`src/rtl/fixed_point_multiplier_seq_if.sv`:
```
// Start/busy/done handshake and operand/result bus for fixed_point_multiplier_seq.
// Operands and result are Q(WIDTH.FRACTIONAL_BITS), N = WIDTH + FRACTIONAL_BITS bits wide.
interface fixed_point_multiplier_seq_if #(
    parameter int WIDTH           = 8,
    parameter int FRACTIONAL_BITS = 8
);
    localparam int N = WIDTH + FRACTIONAL_BITS;

    logic         start;
    logic [N-1:0] A;
    logic [N-1:0] B;
    logic         busy;
    logic         done;
    logic [N-1:0] Result;
    logic         overflow;

    modport master (
        output start, A, B,
        input  busy, done, Result, overflow
    );

    modport slave (
        input  start, A, B,
        output busy, done, Result, overflow
    );
endinterface

```
`src/rtl/fixed_point_multiplier_seq.sv`:
```
// Sequential unsigned Q(WIDTH.FRACTIONAL_BITS) shift-and-add multiplier, one bit per clock.
// Optional build macro FIXED_MUL_SATURATE_EN: saturate Result to all ones on overflow.
module fixed_point_multiplier_seq #(
    parameter int WIDTH           = 8,
    parameter int FRACTIONAL_BITS = 8
) (
    input  logic                         clk,
    input  logic                         rst,
    fixed_point_multiplier_seq_if.slave  bus
);
    localparam int N  = WIDTH + FRACTIONAL_BITS;
    localparam int CW = (N > 1) ? $clog2(N) : 1;

    localparam logic [0:0] IDLE = 1'b0;
    localparam logic [0:0] RUN  = 1'b1;

    logic [0:0]    state;
    logic [CW-1:0] cnt;
    logic [2*N-1:0] mcand;
    logic [N-1:0]   mplier;
    logic [2*N-1:0] acc;
    logic [2*N-1:0] next_acc;
    logic [N-1:0]   result;
    logic           ovf;
    logic           done;
    logic           last;
    logic [N-1:0]   res_next;
    logic           ovf_next;

    // Partial product for this bit; the final edge uses it directly as the full product.
    always_comb begin
        next_acc = acc + (mplier[0] ? mcand : '0);
        last     = (cnt == CW'(N - 1));
        ovf_next = |next_acc[2*N-1 : FRACTIONAL_BITS+N];
`ifdef FIXED_MUL_SATURATE_EN
        res_next = ovf_next ? '1 : next_acc[FRACTIONAL_BITS+N-1 : FRACTIONAL_BITS];
`else
        res_next = next_acc[FRACTIONAL_BITS+N-1 : FRACTIONAL_BITS];
`endif
    end

    always_ff @(posedge clk or posedge rst) begin
        if (rst) begin
            state  <= IDLE;
            cnt    <= '0;
            mcand  <= '0;
            mplier <= '0;
            acc    <= '0;
            result <= '0;
            ovf    <= 1'b0;
            done   <= 1'b0;
        end else begin
            done <= 1'b0;
            if (state == IDLE) begin
                if (bus.start) begin
                    mcand  <= {{N{1'b0}}, bus.A};
                    mplier <= bus.B;
                    acc    <= '0;
                    cnt    <= '0;
                    state  <= RUN;
                end
            end else begin
                acc    <= next_acc;
                mcand  <= mcand << 1;
                mplier <= mplier >> 1;
                cnt    <= cnt + 1'b1;
                if (last) begin
                    result <= res_next;
                    ovf    <= ovf_next;
                    done   <= 1'b1;
                    state  <= IDLE;
                end
            end
        end
    end

    assign bus.busy     = (state == RUN);
    assign bus.done     = done;
    assign bus.Result   = result;
    assign bus.overflow = ovf;
endmodule
```
`src/flat_wrapper.sv`:
```
// flat-port wrapper written by rule: the top's interface ports become plain ports
module fixed_point_multiplier_seq_flat 
#(
    parameter int WIDTH           = 8,
    parameter int FRACTIONAL_BITS = 8
)
  (clk, rst, bus_start, bus_A, bus_B, bus_busy, bus_done, bus_Result, bus_overflow);
  fixed_point_multiplier_seq_if #(.WIDTH(WIDTH), .FRACTIONAL_BITS(FRACTIONAL_BITS)) bus_i ();
  input  logic clk;
  input  logic rst;
  input wire logic [$bits(bus_i.start)-1:0] bus_start;
  input wire logic [$bits(bus_i.A)-1:0] bus_A;
  input wire logic [$bits(bus_i.B)-1:0] bus_B;
  output wire logic [$bits(bus_i.busy)-1:0] bus_busy;
  output wire logic [$bits(bus_i.done)-1:0] bus_done;
  output wire logic [$bits(bus_i.Result)-1:0] bus_Result;
  output wire logic [$bits(bus_i.overflow)-1:0] bus_overflow;
  assign bus_i.start = bus_start;
  assign bus_i.A = bus_A;
  assign bus_i.B = bus_B;
  assign bus_busy = bus_i.busy;
  assign bus_done = bus_i.done;
  assign bus_Result = bus_i.Result;
  assign bus_overflow = bus_i.overflow;
  fixed_point_multiplier_seq #(.WIDTH(WIDTH), .FRACTIONAL_BITS(FRACTIONAL_BITS)) u_core (.clk(clk), .rst(rst), .bus(bus_i));
endmodule
```
`config.mk`:
```
export PLATFORM = sky130hd
export DESIGN_NAME = fixed_point_multiplier_seq_flat
export DESIGN_NICKNAME = d
export VERILOG_FILES = /design/src/rtl/fixed_point_multiplier_seq_if.sv /design/src/rtl/fixed_point_multiplier_seq.sv /design/src/flat_wrapper.sv
export SDC_FILE = /design/constraint.sdc
export NUM_CORES = 1
export LEC_CHECK = 0
export CAP_MARGIN = 20
export CORE_MARGIN = 1
export CORE_UTILIZATION = 45
export DETAILED_ROUTE_END_ITERATION = 7
export PLACE_DENSITY = 0.75
export SLEW_MARGIN = 20
export SYNTH_ARGS = -nofsm -noshare
export SYNTH_HDL_FRONTEND = slang
export SYNTH_SLANG_ARGS = --single-unit
```
`constraint.sdc`:
```
create_clock -name clk -period 9.6 [get_ports clk]
set_input_delay 1.92 -clock clk [delete_from_list [all_inputs] [get_ports clk]]
set_output_delay 1.92 -clock clk [all_outputs]
set_load 0.05 [all_outputs]
```
==> impl_metrics.env <==
export IMPL_crit_arrival_ps=2040
export IMPL_hold_path_class="flop to flop"
export IMPL_multi_input_area_sq_um=3327
export IMPL_ir_drop_mv=0.1504
export IMPL_grt_pass1_wl_um=23410
export IMPL_drv_cap=0
export IMPL_syn_area_per_cell_sq_um=8.948
export IMPL_clkSlewWorstSetupHoldPaths_ps=70
export IMPL_dp_cells=881
export IMPL_cts_setup_buffers=0
export IMPL_ys_warnings_count=0
export IMPL_fillers=1228
export IMPL_grt_pass1_vias=4783
export IMPL_async_flop_share_pct=100.0
export IMPL_path_class="flop to output port"
export IMPL_fin_skew_ps=8.873
export IMPL_synth_seq_cells=103
export IMPL_fin_cells=897
export IMPL_reg2reg_slack_ps=5750
export IMPL_vias_per_cell=5.477
export IMPL_synth_most_common_cell="nand2_1"
export IMPL_drc_errors=0
export IMPL_grt_usage_pct=20.59
export IMPL_synth_cell_type_count=72
export IMPL_wl_per_cell_um=15.04
export IMPL_drt_wl_total_um=13490
export IMPL_synth_area_leaders="dfrtp_1 (42%), nand2_1 (9.1%), ha_1 (6.5%)"
export IMPL_powerDensity_nw_per_um2=294.9
export IMPL_crit_path_end_kind="output port"
export IMPL_ant_nets=0
export IMPL_gr_total_overflow=0
export IMPL_drt_pre_antenna_iters=4
export IMPL_placed_area_sq_um=6755
export IMPL_initial_core_util_pct=46.30
export IMPL_finalSetupTns_ps=0
export IMPL_die_area_sq_um=14150
export IMPL_synth_top_area_share_pct=41.87
export IMPL_drive_above_1_share_pct=6.657
export IMPL_clockBufferDepth=2
export IMPL_fin_crit_sh_pct=41.29
export IMPL_ctsHoldBuffers=0
export IMPL_register_area_sq_um=2579
export IMPL_worst_pin_slew_ps=886.6
export IMPL_synth_ff_type="dfrtp_1"
export IMPL_vias=4913
export IMPL_gp_congestion=0.9091
export IMPL_io_buffer_count=53
export IMPL_path_max_fanout=50
export IMPL_pin_count=54
export IMPL_syn_cell_area_sq_um=6156
export IMPL_cts_tree="done"
export IMPL_cp_start_kind="flop"
export IMPL_core_area_sq_um=13300
export IMPL_drt_iter0_markers=296
export IMPL_n_antenna_cell=0
export IMPL_slew_violations=0
export IMPL_yosysSeqAreaShare_pct=41.87
export IMPL_grt_max_degree=71
export IMPL_die_w_um=119.0
export IMPL_period_needed_ps=3964
export IMPL_die_y_um=119.0
export IMPL_area_delta_synth_final_pct=14.82
export IMPL_slew_headroom_pct=40.67
export IMPL_status="finished, final reports clean"
export IMPL_synth_edf_count=0
export IMPL_final_area_sq_um=7068
export IMPL_hold_violations=0
export IMPL_dp_hpwl_um=9531
export IMPL_holdWs_ps=476.4
export IMPL_clk_latency_ps=350
export IMPL_final_setup_viol_count=0
export IMPL_fin_util_pct=53.16
export IMPL_yosysTopAreaCell="dfrtp_1"
export IMPL_p_leak_nw=3.237
export IMPL_netlist_instances=688
export IMPL_fp_row_count=42
export IMPL_grt_setup_unrepaired="no"
export IMPL_max_freq_ghz=0.2523
export IMPL_cts_root_buf="clkbuf_16"
export IMPL_finalNetCount=784
export IMPL_antenna_found_initial=0
export IMPL_syn_nets=756
export IMPL_clock_tree_htree_level_count=3
export IMPL_cts_sinks=103
export IMPL_cts_made_buffers=9
export IMPL_cts_resized_gates=0
export IMPL_worstPathRequired_ps=7680
export IMPL_yosys_top_cells_count="nand2_1 (149), dfrtp_1 (103), o21ai_0 (74), and2_1 (33), mux2i_1 (33)"
final timing paths:
kind                                      start              endpoint  cells past startpoint
max                             u_core.bus.busy              bus_busy                      2
min                        u_core.bus.Result[9]  u_core.bus.Result[9]                      2
max reg2reg                    u_core.mplier[0]   u_core.bus.overflow                     13
min reg2reg                u_core.bus.Result[9]  u_core.bus.Result[9]                      2
max in group asynchronous                   rst       u_core.bus.busy                      3
min in group asynchronous                   rst      u_core.mplier[4]                      2
logic make-up after synthesis:
family,synth area share [%]
flops,41.87
fa+ha+maj,6.829
buf+inv,4.085
simple gates,18.29
compound gates,19.39
xor+xnor,3.984
mux,5.549
per-stage QoR:
| step | power [mW] | worst slack, ps |
|---|---|---|
| after floorplan | 1.463 | 4976 |
| after global placement | 1.673 | 5888 |
| after detailed placement | 1.701 | 5824 |
| after CTS | 2.090 | 5622 |
| after global routing | 2.247 | 5534 |
| final | 2.085 | 5636 |
metal layers:
metal  global-route usage [%]  share of wire (%)
met1                    29.35                 50
met3                    3.640                4.6
met2                    31.62                 44
met4                    6.883                1.8
met5                        0                  0
power by group:
part | internal [mW] | switching [mW]
sequential | 0.615 | 0.128
clock | 0.209 | 0.174
combinational | 0.364 | 0.594
state kept, by name (all words and copies together), names as in the netlist:
signal               count
u_core.acc              32
u_core.bus.Result       16
u_core.bus.busy          1
u_core.bus.done          1
u_core.bus.overflow      1
u_core.cnt               4
u_core.mcand            32
u_core.mplier           16
final cells by class:
type                    count  area share [%]
clock inverters             7           1.239
repair buffers             59           8.072
flip-flops and latches    103           36.48
clock buffers               9           3.186
inverters                  15          0.8320
well taps                 176           3.116
multi-input cells         528           47.07
layout by cell type (no fill, tap or decap), types with 11 or more instances in the layout:
cell and instances:
and2_1 33, nand2_1 149, mux2i_1 33, xor2_1 12
clkdlybuf4s50_1 52, a21oi_1 32, inv_1 13, nor2_1 17
nand4_1 11, o21ai_0 74, ha_1 32, dfrtp_1 102
xnor2_1 16
critical path, stage by stage (launching register included):
cell             delay [ps]
dfrtp_2                 340
buf_4                   440
clkdlybuf4s50_1         910
Power figures use the tool's default switching activity.
